## src/rtl/mips_step_ctrl_if.sv

```systemverilog
// Board-side bundle for the MIPS run/step controller: buttons, mode and
// breakpoint controls in, step enable and display status out.
interface mips_step_ctrl_if #(
  parameter int NBTN = 3,
  parameter int PCW  = 32
);
  logic [NBTN-1:0] nBTN;
  logic [1:0]      MODE;
  logic            BP_EN;
  logic [PCW-1:0]  BP_ADDR;
  logic [PCW-1:0]  PC;
  logic [NBTN-1:0] BTN_PULSE;
  logic            STEP_EN;
  logic [15:0]     STEP_CNT;
  logic [1:0]      STATE;
  logic            BP_HIT;

  // Board / CPU side that drives the controls and watches the results
  modport master (
    output nBTN, MODE, BP_EN, BP_ADDR, PC,
    input  BTN_PULSE, STEP_EN, STEP_CNT, STATE, BP_HIT
  );

  // The controller itself
  modport slave (
    input  nBTN, MODE, BP_EN, BP_ADDR, PC,
    output BTN_PULSE, STEP_EN, STEP_CNT, STATE, BP_HIT
  );
endinterface

```

## src/rtl/mips_step_ctrl.sv

```systemverilog
// Run/step controller for the single-clock MIPS: debounces the board
// buttons and generates the CPU clock-enable as single steps, fixed bursts
// or a divided free-run, halting bursts/runs on a PC breakpoint.
module mips_step_ctrl #(
  parameter int NBTN      = 3,
  parameter int DB_CYCLES = 16,
  parameter int BURST_LEN = 8,
  parameter int RUN_DIV   = 4,
  parameter int PCW       = 32
) (
  input logic CLK,
  input logic RST,
  mips_step_ctrl_if.slave bus
);

  localparam int DBW = $clog2(DB_CYCLES);
  localparam int BLW = $clog2(BURST_LEN + 1);
  localparam int DVW = (RUN_DIV > 1) ? $clog2(RUN_DIV) : 1;

  typedef enum logic [1:0] {
    S_IDLE  = 2'd0,
    S_BURST = 2'd1,
    S_RUN   = 2'd2,
    S_HALT  = 2'd3
  } state_t;

  logic [NBTN-1:0] sync1;
  logic [NBTN-1:0] sync2;
  logic [NBTN-1:0] level;
  logic [NBTN-1:0] level_d;
  logic [NBTN-1:0] pulse;
  logic [DBW-1:0]  db_cnt [NBTN];

  state_t          state;
  logic            step_en;
  logic            bp_hit;
  logic [BLW-1:0]  remaining;
  logic [DVW-1:0]  div;
  logic [15:0]     step_cnt;

  logic            go;
  logic            stop;
  logic            bp_match;

  // STOP wins a same-cycle collision, so GO is masked by it
  assign stop     = pulse[1];
  assign go       = pulse[0] & ~pulse[1];
  assign bp_match = bus.BP_EN && (bus.PC == bus.BP_ADDR);

  // Synchronise, debounce, and turn each accepted press into a one-cycle pulse
  always_ff @(posedge CLK) begin
    if (RST) begin
      sync1   <= '0;
      sync2   <= '0;
      level   <= '0;
      level_d <= '0;
      pulse   <= '0;
      for (int i = 0; i < NBTN; i++) begin
        db_cnt[i] <= '0;
      end
    end else begin
      sync1   <= ~bus.nBTN;
      sync2   <= sync1;
      level_d <= level;
      pulse   <= level & ~level_d;
      for (int i = 0; i < NBTN; i++) begin
        if (sync2[i] != level[i]) begin
          if (db_cnt[i] == DBW'(DB_CYCLES - 1)) begin
            level[i]  <= sync2[i];
            db_cnt[i] <= '0;
          end else begin
            db_cnt[i] <= db_cnt[i] + 1'b1;
          end
        end else begin
          db_cnt[i] <= '0;
        end
      end
    end
  end

  // Step FSM: decide each cycle, present STEP_EN and BP_HIT one cycle later
  always_ff @(posedge CLK) begin
    if (RST) begin
      state     <= S_IDLE;
      step_en   <= 1'b0;
      bp_hit    <= 1'b0;
      remaining <= '0;
      div       <= '0;
    end else begin
      step_en <= 1'b0;
      bp_hit  <= 1'b0;
      case (state)
        S_IDLE: begin
          if (go) begin
            case (bus.MODE)
              2'b00: step_en <= 1'b1;
              2'b01: begin
                remaining <= BLW'(BURST_LEN);
                state     <= S_BURST;
              end
              2'b10: begin
                div   <= '0;
                state <= S_RUN;
              end
              default: ;
            endcase
          end
        end
        S_BURST: begin
          if (stop) begin
            state <= S_IDLE;
          end else if (bp_match) begin
            state  <= S_HALT;
            bp_hit <= 1'b1;
          end else begin
            step_en   <= 1'b1;
            remaining <= remaining - 1'b1;
            if (remaining == BLW'(1)) begin
              state <= S_IDLE;
            end
          end
        end
        S_RUN: begin
          if (stop) begin
            state <= S_IDLE;
          end else if (bp_match) begin
            state  <= S_HALT;
            bp_hit <= 1'b1;
          end else if (div == DVW'(RUN_DIV - 1)) begin
            step_en <= 1'b1;
            div     <= '0;
          end else begin
            div <= div + 1'b1;
          end
        end
        S_HALT: begin
          if (stop) begin
            state <= S_IDLE;
          end else if (go) begin
            step_en <= 1'b1;
            state   <= S_IDLE;
          end else begin
            bp_hit <= 1'b1;
          end
        end
        default: state <= S_IDLE;
      endcase
    end
  end

  // Running count of issued steps for the display; wraps naturally
  always_ff @(posedge CLK) begin
    if (RST) begin
      step_cnt <= '0;
    end else begin
      step_cnt <= step_cnt + {15'd0, step_en};
    end
  end

  assign bus.BTN_PULSE = pulse;
  assign bus.STEP_EN   = step_en;
  assign bus.STEP_CNT  = step_cnt;
  assign bus.STATE     = state;
  assign bus.BP_HIT    = bp_hit;

endmodule

```

## src/flat_wrapper.sv

```systemverilog
// flat-port wrapper written by rule: the top's interface ports become plain ports
module mips_step_ctrl_flat 
#(
  parameter int NBTN      = 3,
  parameter int DB_CYCLES = 16,
  parameter int BURST_LEN = 8,
  parameter int RUN_DIV   = 4,
  parameter int PCW       = 32
)
  (CLK, RST, bus_nBTN, bus_MODE, bus_BP_EN, bus_BP_ADDR, bus_PC, bus_BTN_PULSE, bus_STEP_EN, bus_STEP_CNT, bus_STATE, bus_BP_HIT);
  mips_step_ctrl_if #(.NBTN(NBTN), .PCW(PCW)) bus_i ();
  input logic CLK;
  input logic RST;
  input wire logic [$bits(bus_i.nBTN)-1:0] bus_nBTN;
  input wire logic [$bits(bus_i.MODE)-1:0] bus_MODE;
  input wire logic [$bits(bus_i.BP_EN)-1:0] bus_BP_EN;
  input wire logic [$bits(bus_i.BP_ADDR)-1:0] bus_BP_ADDR;
  input wire logic [$bits(bus_i.PC)-1:0] bus_PC;
  output wire logic [$bits(bus_i.BTN_PULSE)-1:0] bus_BTN_PULSE;
  output wire logic [$bits(bus_i.STEP_EN)-1:0] bus_STEP_EN;
  output wire logic [$bits(bus_i.STEP_CNT)-1:0] bus_STEP_CNT;
  output wire logic [$bits(bus_i.STATE)-1:0] bus_STATE;
  output wire logic [$bits(bus_i.BP_HIT)-1:0] bus_BP_HIT;
  assign bus_i.nBTN = bus_nBTN;
  assign bus_i.MODE = bus_MODE;
  assign bus_i.BP_EN = bus_BP_EN;
  assign bus_i.BP_ADDR = bus_BP_ADDR;
  assign bus_i.PC = bus_PC;
  assign bus_BTN_PULSE = bus_i.BTN_PULSE;
  assign bus_STEP_EN = bus_i.STEP_EN;
  assign bus_STEP_CNT = bus_i.STEP_CNT;
  assign bus_STATE = bus_i.STATE;
  assign bus_BP_HIT = bus_i.BP_HIT;
  mips_step_ctrl #(.NBTN(NBTN), .DB_CYCLES(DB_CYCLES), .BURST_LEN(BURST_LEN), .RUN_DIV(RUN_DIV), .PCW(PCW)) u_core (.CLK(CLK), .RST(RST), .bus(bus_i));
endmodule
```

## config.mk

```make
export PLATFORM = sky130hd
export DESIGN_NAME = mips_step_ctrl_flat
export DESIGN_NICKNAME = d
export VERILOG_FILES = /design/src/rtl/mips_step_ctrl_if.sv /design/src/rtl/mips_step_ctrl.sv /design/src/flat_wrapper.sv
export SDC_FILE = /design/constraint.sdc
export NUM_CORES = 1
export LEC_CHECK = 0
export ABC_AREA = 1
export BUFFER_PORTS_ARGS = -buffer_cell sky130_fd_sc_hd__buf_4
export CAP_MARGIN = 20
export CORE_ASPECT_RATIO = 1.1
export CORE_MARGIN = 1.5
export CORE_UTILIZATION = 55
export CTS_BUF_LIST = sky130_fd_sc_hd__clkbuf_16
export CTS_CLUSTER_SIZE = 14
export DETAILED_ROUTE_END_ITERATION = 12
export PLACE_DENSITY = 0.83
export SLEW_MARGIN = 0
export SYNTH_ARGS = -nofsm -noshare
export SYNTH_HDL_FRONTEND = slang
export SYNTH_SLANG_ARGS = --single-unit
```

## constraint.sdc

```tcl
create_clock -name CLK -period 4.7 [get_ports CLK]
set_input_delay 0 -clock CLK [delete_from_list [all_inputs] [get_ports CLK]]
set_output_delay 0 -clock CLK [all_outputs]
set_load 0.005 [all_outputs]
```

==> impl_table.tex, run 1 <==
\begin{tabular}{lr}
\hline
Metric & Value \\
\hline
\multicolumn{2}{l}{\textbf{Run status}} \\
\quad Status & complete, no violations \\
\multicolumn{2}{l}{\textbf{Synth}} \\
\quad Arithmetic-cell share of the synthesized area counting full adders, half adders and majority gates & 6.26\% \\
\quad Post-Syn Instances & between 400 and 500 \\
\quad Synthesis warning total & 0 \\
\quad Avg Synthesized Cell Area & 6.90 um2 \\
\quad Area share of xor/xnor cells in the synthesized design & between 4 and 5\% \\
\quad Sequential cell area fraction in the yosys report & 39.4\% \\
\quad Flop and latch count out of synthesis & 53 \\
\quad Post-synth cell types & 27 \\
\quad Largest family of logic cells by synthesized area & simple AND/OR/NAND/NOR gates \\
\quad Synthesized area & approximately 0.0030 mm2 \\
\quad Cell type contributing the most total cell area after synthesis & sky130\_fd\_sc\_hd\_\_dfxtp\_1 \\
\quad Fraction of synthesized area in multiplexers & 0\% \\
\quad Most area-consuming cells after synthesis & sky130\_fd\_sc\_hd\_\_dfxtp\_1 (27\%), sky130\_fd\_sc\_hd\_\_nand2\_1 (13\%), sky130\_fd\_sc\_hd\_\_edfxtp\_1 (12\%) \\
\quad Proportion of netlist area held by the largest area contributor & between 20\% and 30\% \\
\quad Synthesized-area fraction occupied by ao, oa, aoi and oai cells & between 8 and 9\% \\
\quad Basic-gate share of the synthesized area counting and, or, nand and nor cells & approximately 31\% \\
\multicolumn{2}{l}{\textbf{Timing}} \\
\quad Setup repair after global routing missed its margin & false \\
\quad Final Skew & about 0.0034 ns \\
\quad Worst-margin pin slew & just under 0.6 ns \\
\quad Number of pins exceeding their max-slew limit in the final report & 0 \\
\quad Setup TNS Final & 0 ns \\
\quad Max\_slew headroom & 60.6\% \\
\quad Post-layout minimum cycle time & slightly below 2 ns \\
\quad Fmax & $\sim$520 MHz \\
\quad Share of the clock period used by the worst path after layout & between 40\% and 50\% \\
\quad Setup-violating endpoint count in the final report & 0 \\
\quad Worst Slack Setup Final & between 2 and 3 ns \\
\quad Endpoints failing hold & 0 \\
\multicolumn{2}{l}{\textbf{Power and ir drop}} \\
\quad Combinational fraction of design power & between 20 and 30\% \\
\quad Cell internal pwr & about 0.83 mW \\
\quad Leakage component of the power & 2.03 nW \\
\quad Switching Fraction & between 20\% and 30\% \\
\quad VDD IR max & about 0.3 mV \\
\quad Clk pwr share & $\sim$30\% \\
\quad Sw Pwr & 0.350 mW \\
\quad Share of total power in sequential cells & 43.1\% \\
\quad Power density cells & 295 mW/mm2 \\
\multicolumn{2}{l}{\textbf{Setup path}} \\
\quad Delay contributed by the slowest stage of the critical path & around 0.35 ns \\
\quad Endpoint arrival time on the critical path & 2.11 ns \\
\quad Critical Path Sink Type & flip-flop \\
\quad Cells on worst reg2reg path & 11 \\
\quad Type of the setup path with the least slack & flip-flop to flip-flop \\
\quad Category of cells accounting for the largest share of critical-path delay & simple AND/OR/NAND/NOR gates \\
\quad Number of buffers and inverters on the critical path & 0 \\
\quad Crit path required time & a little under 5 ns \\
\quad Kind of start point of the critical path & flip-flop \\
\quad Reg-to-Reg End & u\_core.bus.STEP\_CNT[14] \\
\quad Ordered list of cells on the worst path & ha\_1 -> ha\_1 -> nand4\_1 -> nor2\_1 -> nand2\_1 -> nor2\_2 -> nand3\_1 -> nor2\_2 -> nand2\_1 -> o21ai\_1 -> a21oi\_1 \\
\quad Worst-path maximum fanout & 3 \\
\quad Worst r2r src & u\_core.bus.STEP\_EN \\
\quad Flop-to-flop setup slack & $\sim$2.8 ns \\
\quad Slowest cell on the critical path & sky130\_fd\_sc\_hd\_\_dfxtp\_1 \\
\multicolumn{2}{l}{\textbf{Routing}} \\
\quad Router iterations before antenna repair & 4 \\
\quad Vias per cell & around 4.6 \\
\quad Vias & 2,875 \\
\quad Total detailed-routing wirelength & roughly 6400 um \\
\quad Iteration-0 DRC Markers & 74 \\
\quad Post-route antenna net violation count & 0 \\
\quad Number of remaining DRC errors & 0 \\
\quad Per-cell routed wire length & roughly 10 um \\
\multicolumn{2}{l}{\textbf{Clock network}} \\
\quad Number of H-tree branching levels & 2 \\
\quad Worst-Skew Late Latency & approximately 0.29 ns \\
\quad Clock tree from TritonCTS & yes \\
\quad Post-CTS resize count & 0 \\
\quad Clock transition at the register clock pins on the worst setup and hold paths after CTS & approximately 0.070 ns \\
\quad Post-CTS Setup Inserts & 0 \\
\quad Max Buffers Root-to-Sink & 2 \\
\quad Library cell used as clock root buffer & sky130\_fd\_sc\_hd\_\_clkbuf\_16 \\
\quad Count of hold-fix buffers inserted at cts & 3 \\
\quad Total clock buffers created by CTS & 5 \\
\quad Number of clock sinks & 53 \\
\multicolumn{2}{l}{\textbf{Global routing}} \\
\quad Overflow left after global routing & 0 \\
\quad Aggregate global-route resource usage & 22.8\% \\
\quad Via count of the first global-routing pass & between 2,000 and 3,000 \\
\quad Maximum number of pins on one net before global-route repair & 25 \\
\quad Global-route wire length before repair & approximately 11,000 um \\
\quad Initial antenna violation count & 0 \\
\multicolumn{2}{l}{\textbf{Final layout}} \\
\quad Most common library cell in the layout ignoring fill and taps & sky130\_fd\_sc\_hd\_\_nand2\_1 \\
\quad Diodes inserted & 0 \\
\quad Filler cell count & between 400 and 500 \\
\quad Top library cells by usage in the layout, fill and taps aside & sky130\_fd\_sc\_hd\_\_nand2\_1 (102), sky130\_fd\_sc\_hd\_\_buf\_4 (94), sky130\_fd\_sc\_hd\_\_inv\_1 (80) \\
\quad Net count, final & between 600 and 700 \\
\quad Layout Area Growth over Synthesis & 33.3\% \\
\quad Share of the core filled with cells & about 75\% \\
\quad Proportion of layout cells with a drive suffix above 1 & about 22\% \\
\multicolumn{2}{l}{\textbf{Die}} \\
\quad Die X-Extent & between 70 and 80 um \\
\quad Die H & between 80 and 90 um \\
\quad Die area & $\sim$0.006 mm2 \\
\quad Core box area & between 0.005 and 0.006 mm2 \\
\quad Std cell rows & 28 \\
\quad IO Pins & 95 \\
\quad Starting utilization of the core area & between 50\% and 60\% \\
\multicolumn{2}{l}{\textbf{Hold path}} \\
\quad Number of cells on the worst hold path & 2 \\
\quad Capture endpoint of the worst hold path & u\_core.sync1[1] \\
\quad Hold Path Origin & RST \\
\quad Type of the worst min-delay path & primary input to flip-flop \\
\multicolumn{2}{l}{\textbf{Placed design}} \\
\quad Detailed placer's ending HPWL & approximately 5000 um \\
\quad Number of port buffers & between 90 and 100 \\
\quad RePlAce Congestion & approximately 0.8 \\
\quad Placement-stage worst setup slack & between 2 and 3 ns \\
\multicolumn{2}{l}{\textbf{Flow run}} \\
\quad Number of max-capacitance violations reported & 0 \\
\hline
\end{tabular}
[metal layers]
layer	track usage (%)	vias up	share of wire (%)
li1	-	1548	-
met1	25.7	1255	43
met2	41.5	60	50
met3	5.40	12	5.4
met4	7.78	0	1.7
met5	0	-	0
[per-stage QoR]
stage | cell area (um2) | cells | total power [mW] | hold WS (ns)
2_1_floorplan | 3040 | 446 | 0.723 | 0.0667
3_3_place_gp | 3830 | 611 | 0.826 | 0.151
3_5_place_dp | 3830 | 611 | 0.834 | 0.155
4_1_cts | 4000 | 622 | 1.19 | 0.0506
5_1_grt | 4000 | 622 | 1.26 | 0.0596
6_report | 4000 | 622 | 1.18 | 0.0519
[cells by family after synthesis]
logic type | Yosys count
buffers and inverters | 86
XOR/XNOR | 14
other | 1
flip-flops | 53
adder cells (fa/ha/maj) | 15
AO/OA/AOI/OAI | 48
AND/OR/NAND/NOR | 218
[power by group through the flow]
stage	Clock, mW	Combinational, mW	Sequential (mW)
2_1_floorplan	0	0.206	0.517
3_3_place_gp	0	0.308	0.517
3_5_place_dp	0	0.315	0.519
4_1_cts	0.362	0.319	0.510
5_1_grt	0.377	0.369	0.513
6_report	0.353	0.319	0.509
[worst max-delay path by stage]
stage / startpoint / end / slack (ns) / cells after the start
after CTS: u_core.bus.STEP_EN / u_core.bus.STEP_CNT[14] / 2.79 / 11
after detailed placement: u_core.bus.STEP_EN / u_core.bus.STEP_CNT[14] / 2.81 / 11
final: u_core.bus.STEP_EN / u_core.bus.STEP_CNT[14] / 2.78 / 11
after global placement: u_core.bus.STEP_CNT[0] / u_core.bus.STEP_CNT[14] / 2.92 / 11
after floorplan: u_core.bus.STEP_CNT[0] / u_core.bus.STEP_CNT[14] / 3.01 / 11
after global routing: u_core.bus.STEP_EN / u_core.bus.STEP_CNT[14] / 2.47 / 11
[synth_stat cells, drive strengths merged]
cell and number:
a211oi 1, a21oi 22, a31oi 1, clkbuf 4
clkinv 2, conb 1, dfxtp 41, edfxtp 12
ha 15, inv 80, nand2 102, nand3 20
nand4 5, nor2 75, nor3 10, nor4 1
o21ai 23, o22ai 1, or2 5, xnor2 7
xor2 7
[flip-flops by register name, indices dropped and copies added (netlist names)]
register,cells
u_core.bus.STATE,2
u_core.sync2,3
u_core.bus.STEP_CNT,16
u_core.db_cnt,12
u_core.sync1,3
u_core.bus.STEP_EN,1
u_core.bus.BP_HIT,1
u_core.level,3
u_core.bus.BTN_PULSE,3
u_core.level_d,3
u_core.remaining,4
u_core.div,2
[area by class of cell]
type | count | area [um2] | share of cell area (%)
clock inverter | 3 | 17.5 | 0.438
tap | 75 | 93.8 | 2.35
multi-input combinational | 307 | 1540 | 38.5
timing repair buffer | 97 | 736 | 18.4
clock buffer | 5 | 125 | 3.13
inverter | 82 | 308 | 7.70
sequential | 53 | 1180 | 29.5
Note: power is estimated with default switching activity, not from simulation.
==> run 2, diff against run 1 <==
Settings changed: CORE_UTILIZATION 55 to 46, PLACE_DENSITY 0.83 to 0.74.
Clock period 4.7 ns to 1.5 ns, I/O delays scaled along.
==> run 2 against run 1 <==
- the run now ends with negative setup slack left
- clock skew rose by 0.0095 ns
- sequential power rose to 3.1 times the previous value
- register-to-register slack got worse by 3.1 ns
- flip-flop and latch count did not move
- critical endpoint unchanged
- highest routed layer unchanged
==> impl_table.tex, run 2 (synthesis results as in run 1) <==
\begin{tabular}{lr}
\hline
Metric & Value \\
\hline
\multicolumn{2}{l}{\textbf{Clock network}} \\
\quad Total clock buffers created by CTS & 5 \\
\quad Number of H-tree branching levels & 2 \\
\quad Worst-Skew Late Latency & roughly 0.30 ns \\
\quad Clock tree from TritonCTS & yes \\
\quad Max Buffers Root-to-Sink & 2 \\
\quad Number of clock sinks & 53 \\
\quad Clock transition at the register clock pins on the worst setup and hold paths after CTS & roughly 0.07 ns \\
\quad Library cell used as clock root buffer & sky130\_fd\_sc\_hd\_\_clkbuf\_16 \\
\multicolumn{2}{l}{\textbf{Global routing}} \\
\quad Initial antenna violation count & 0 \\
\quad Overflow left after global routing & 0 \\
\quad Maximum number of pins on one net before global-route repair & 24 \\
\quad Met1 layer usage reported by global route & between 20\% and 30\% \\
\quad Global-route wire length before repair & around 12,000 um \\
\quad Met2 GRT Util & a little over 40\% \\
\quad Via count of the first global-routing pass & between 2,000 and 3,000 \\
\quad Most heavily used metal layer in global routing & met2 \\
\quad Global routing met3 resource utilization & between 4 and 5\% \\
\quad Aggregate global-route resource usage & between 20 and 25\% \\
\multicolumn{2}{l}{\textbf{Final layout}} \\
\quad Top library cells by usage in the layout, fill and taps aside & sky130\_fd\_sc\_hd\_\_buf\_4 (127), sky130\_fd\_sc\_hd\_\_nand2\_1 (95), sky130\_fd\_sc\_hd\_\_inv\_1 (75) \\
\quad Share of the core filled with cells & 72.8\% \\
\quad Proportion of layout cells with a drive suffix above 1 & roughly a third \\
\quad Flip-flop count of the largest register, all copies and words added & 16 \\
\quad Final Instance Count excl. Fillers & roughly 670 \\
\quad Net count, final & approximately 670 \\
\quad Most common library cell in the layout ignoring fill and taps & sky130\_fd\_sc\_hd\_\_buf\_4 \\
\quad Layout Area Growth over Synthesis & 51.1\% \\
\quad Post-route cell area & between 0.004 and 0.005 mm2 \\
\quad Diodes inserted & 0 \\
\quad Filler cell count & 480 \\
\multicolumn{2}{l}{\textbf{Placed design}} \\
\quad Number of port buffers & 94 \\
\quad Placement-stage worst setup slack & -0.210 ns \\
\quad DP Cell Count & 637 \\
\quad Detailed placer's ending HPWL & between 5000 and 6000 um \\
\quad Post-placement cell area & 0.00403 mm2 \\
\quad RePlAce Congestion & between 0.8 and 0.9 \\
\multicolumn{2}{l}{\textbf{Setup path}} \\
\quad Worst-path maximum fanout & 2 \\
\quad Critical Path Sink Type & flip-flop \\
\quad Endpoint arrival time on the critical path & between 2 and 2.5 ns \\
\quad Type of the setup path with the least slack & flip-flop to flip-flop \\
\quad Kind of start point of the critical path & flip-flop \\
\quad Crit path required time & about 1.7 ns \\
\multicolumn{2}{l}{\textbf{Timing}} \\
\quad Setup-violating endpoint count in the final report & 10 \\
\quad Setup repair after global routing missed its margin & true \\
\quad Post-layout minimum cycle time & between 1.5 and 2 ns \\
\quad Worst Hold Margin & 0.100 ns \\
\quad Endpoints failing hold & 0 \\
\quad Setup TNS Final & -2.61 ns \\
\quad Share of the clock period used by the worst path after layout & 124\% \\
\quad Final Skew & about 0.013 ns \\
\quad Worst Slack Setup Final & -0.353 ns \\
\quad Fmax & 540 MHz \\
\quad Number of pins exceeding their max-slew limit in the final report & 0 \\
\multicolumn{2}{l}{\textbf{Power and ir drop}} \\
\quad Power density cells & 927 mW/mm2 \\
\quad Design Power & $\sim$4.2 mW \\
\quad VDD IR max & 0.683 mV \\
\quad Leakage component of the power & $\sim$2.3 nW \\
\multicolumn{2}{l}{\textbf{Routing}} \\
\quad Router iterations before antenna repair & 4 \\
\quad Iteration-0 DRC Markers & 160 \\
\quad Vias & $\sim$3,100 \\
\quad Per-cell routed wire length & $\sim$12 um \\
\quad Post-route antenna net violation count & 0 \\
\quad Vias per cell & 4.61 \\
\quad Total detailed-routing wirelength & approximately 7800 um \\
\quad Number of remaining DRC errors & 0 \\
\multicolumn{2}{l}{\textbf{Run status}} \\
\quad Status & complete, but fails checks \\
\quad Violations in the final reports & negative setup slack \\
\multicolumn{2}{l}{\textbf{Die}} \\
\quad IO Pins & 95 \\
\quad Die area & about 0.0070 mm2 \\
\quad Starting utilization of the core area & 48.2\% \\
\quad Core box area & 0.00623 mm2 \\
\quad Die H & 87.7 um \\
\quad Die X-Extent & 80.0 um \\
\quad Std cell rows & 30 \\
\multicolumn{2}{l}{\textbf{Hold path}} \\
\quad Type of the worst min-delay path & primary input to flip-flop \\
\multicolumn{2}{l}{\textbf{Flow run}} \\
\quad Number of max-capacitance violations reported & 0 \\
\hline
\end{tabular}
-- run 2: cell count changes in the layout (fill, tap and decap cells not counted), sizes merged --
cell      delta
buf         +40
clkinvlp     +1
clkinv       -1
-- run 2: worst paths after layout --
| path | startpoint | end | slack (ns) | cells past startpoint |
|---|---|---|---|---|
| worst min-delay path | RST | u_core.level[1] | 0.10 | 4 |
| worst min register to register | u_core.level_d[2] | u_core.bus.BTN_PULSE[2] | 0.39 | 1 |
| worst max register to register | u_core.bus.STEP_EN | u_core.bus.STEP_CNT[14] | -0.35 | 11 |
| worst max-delay path | u_core.bus.STEP_EN | u_core.bus.STEP_CNT[14] | -0.35 | 11 |
-- run 2: what timing repair did --
| item | in CTS | in global routing |
|---|---|---|
| buffers inserted | 14 | 8 |
| pin swaps | 6 | 11 |
| gates resized for setup | 13 | 38 |
| hold buffers | 3 | 0 |
| endpoints found under the hold margin | 3 | 0 |
| setup endpoints to repair | 9 | 19 |
-- run 2: layer usage --
metal | part of all wire [%] | vias to the layer above
met2 | 54 | 61
met1 | 41 | 1360
met4 | 2.2 | 0
met5 | 0 | -
met3 | 3.4 | 17
li1 | - | 1635
-- run 2: cell type report --
cell class / instances / area (um2) / share of cell area, %
clock buffer: 5 / 125 / 2.76
clock inverter: 3 / 20.0 / 0.442
inverter: 82 / 310 / 6.85
multi-input combinational: 307 / 1730 / 38.1
sequential: 53 / 1190 / 26.2
tap: 80 / 100 / 2.21
timing repair buffer: 137 / 1060 / 23.4
-- run 2: power by group --
group / leakage, nW / switching, mW / total (mW) / internal [mW]
clock: 0.0679 / 0.524 / 1.14 / 0.619
sequential: 0.458 / 0.0575 / 1.60 / 1.55
combinational: 1.74 / 0.727 / 1.46 / 0.731
-- run 2: critical path, stage by stage (launching register included) --
cell                      delay (ns)
sky130_fd_sc_hd__dfxtp_2        0.36
sky130_fd_sc_hd__ha_4           0.15
sky130_fd_sc_hd__ha_4           0.13
sky130_fd_sc_hd__nand4_1        0.14
sky130_fd_sc_hd__nor2_2         0.19
sky130_fd_sc_hd__nand2_2        0.10
sky130_fd_sc_hd__nor2_4         0.16
sky130_fd_sc_hd__nand3_4        0.11
sky130_fd_sc_hd__nor2_4         0.11
sky130_fd_sc_hd__nand2_1        0.10
sky130_fd_sc_hd__o21ai_1        0.15
sky130_fd_sc_hd__a21oi_1        0.05
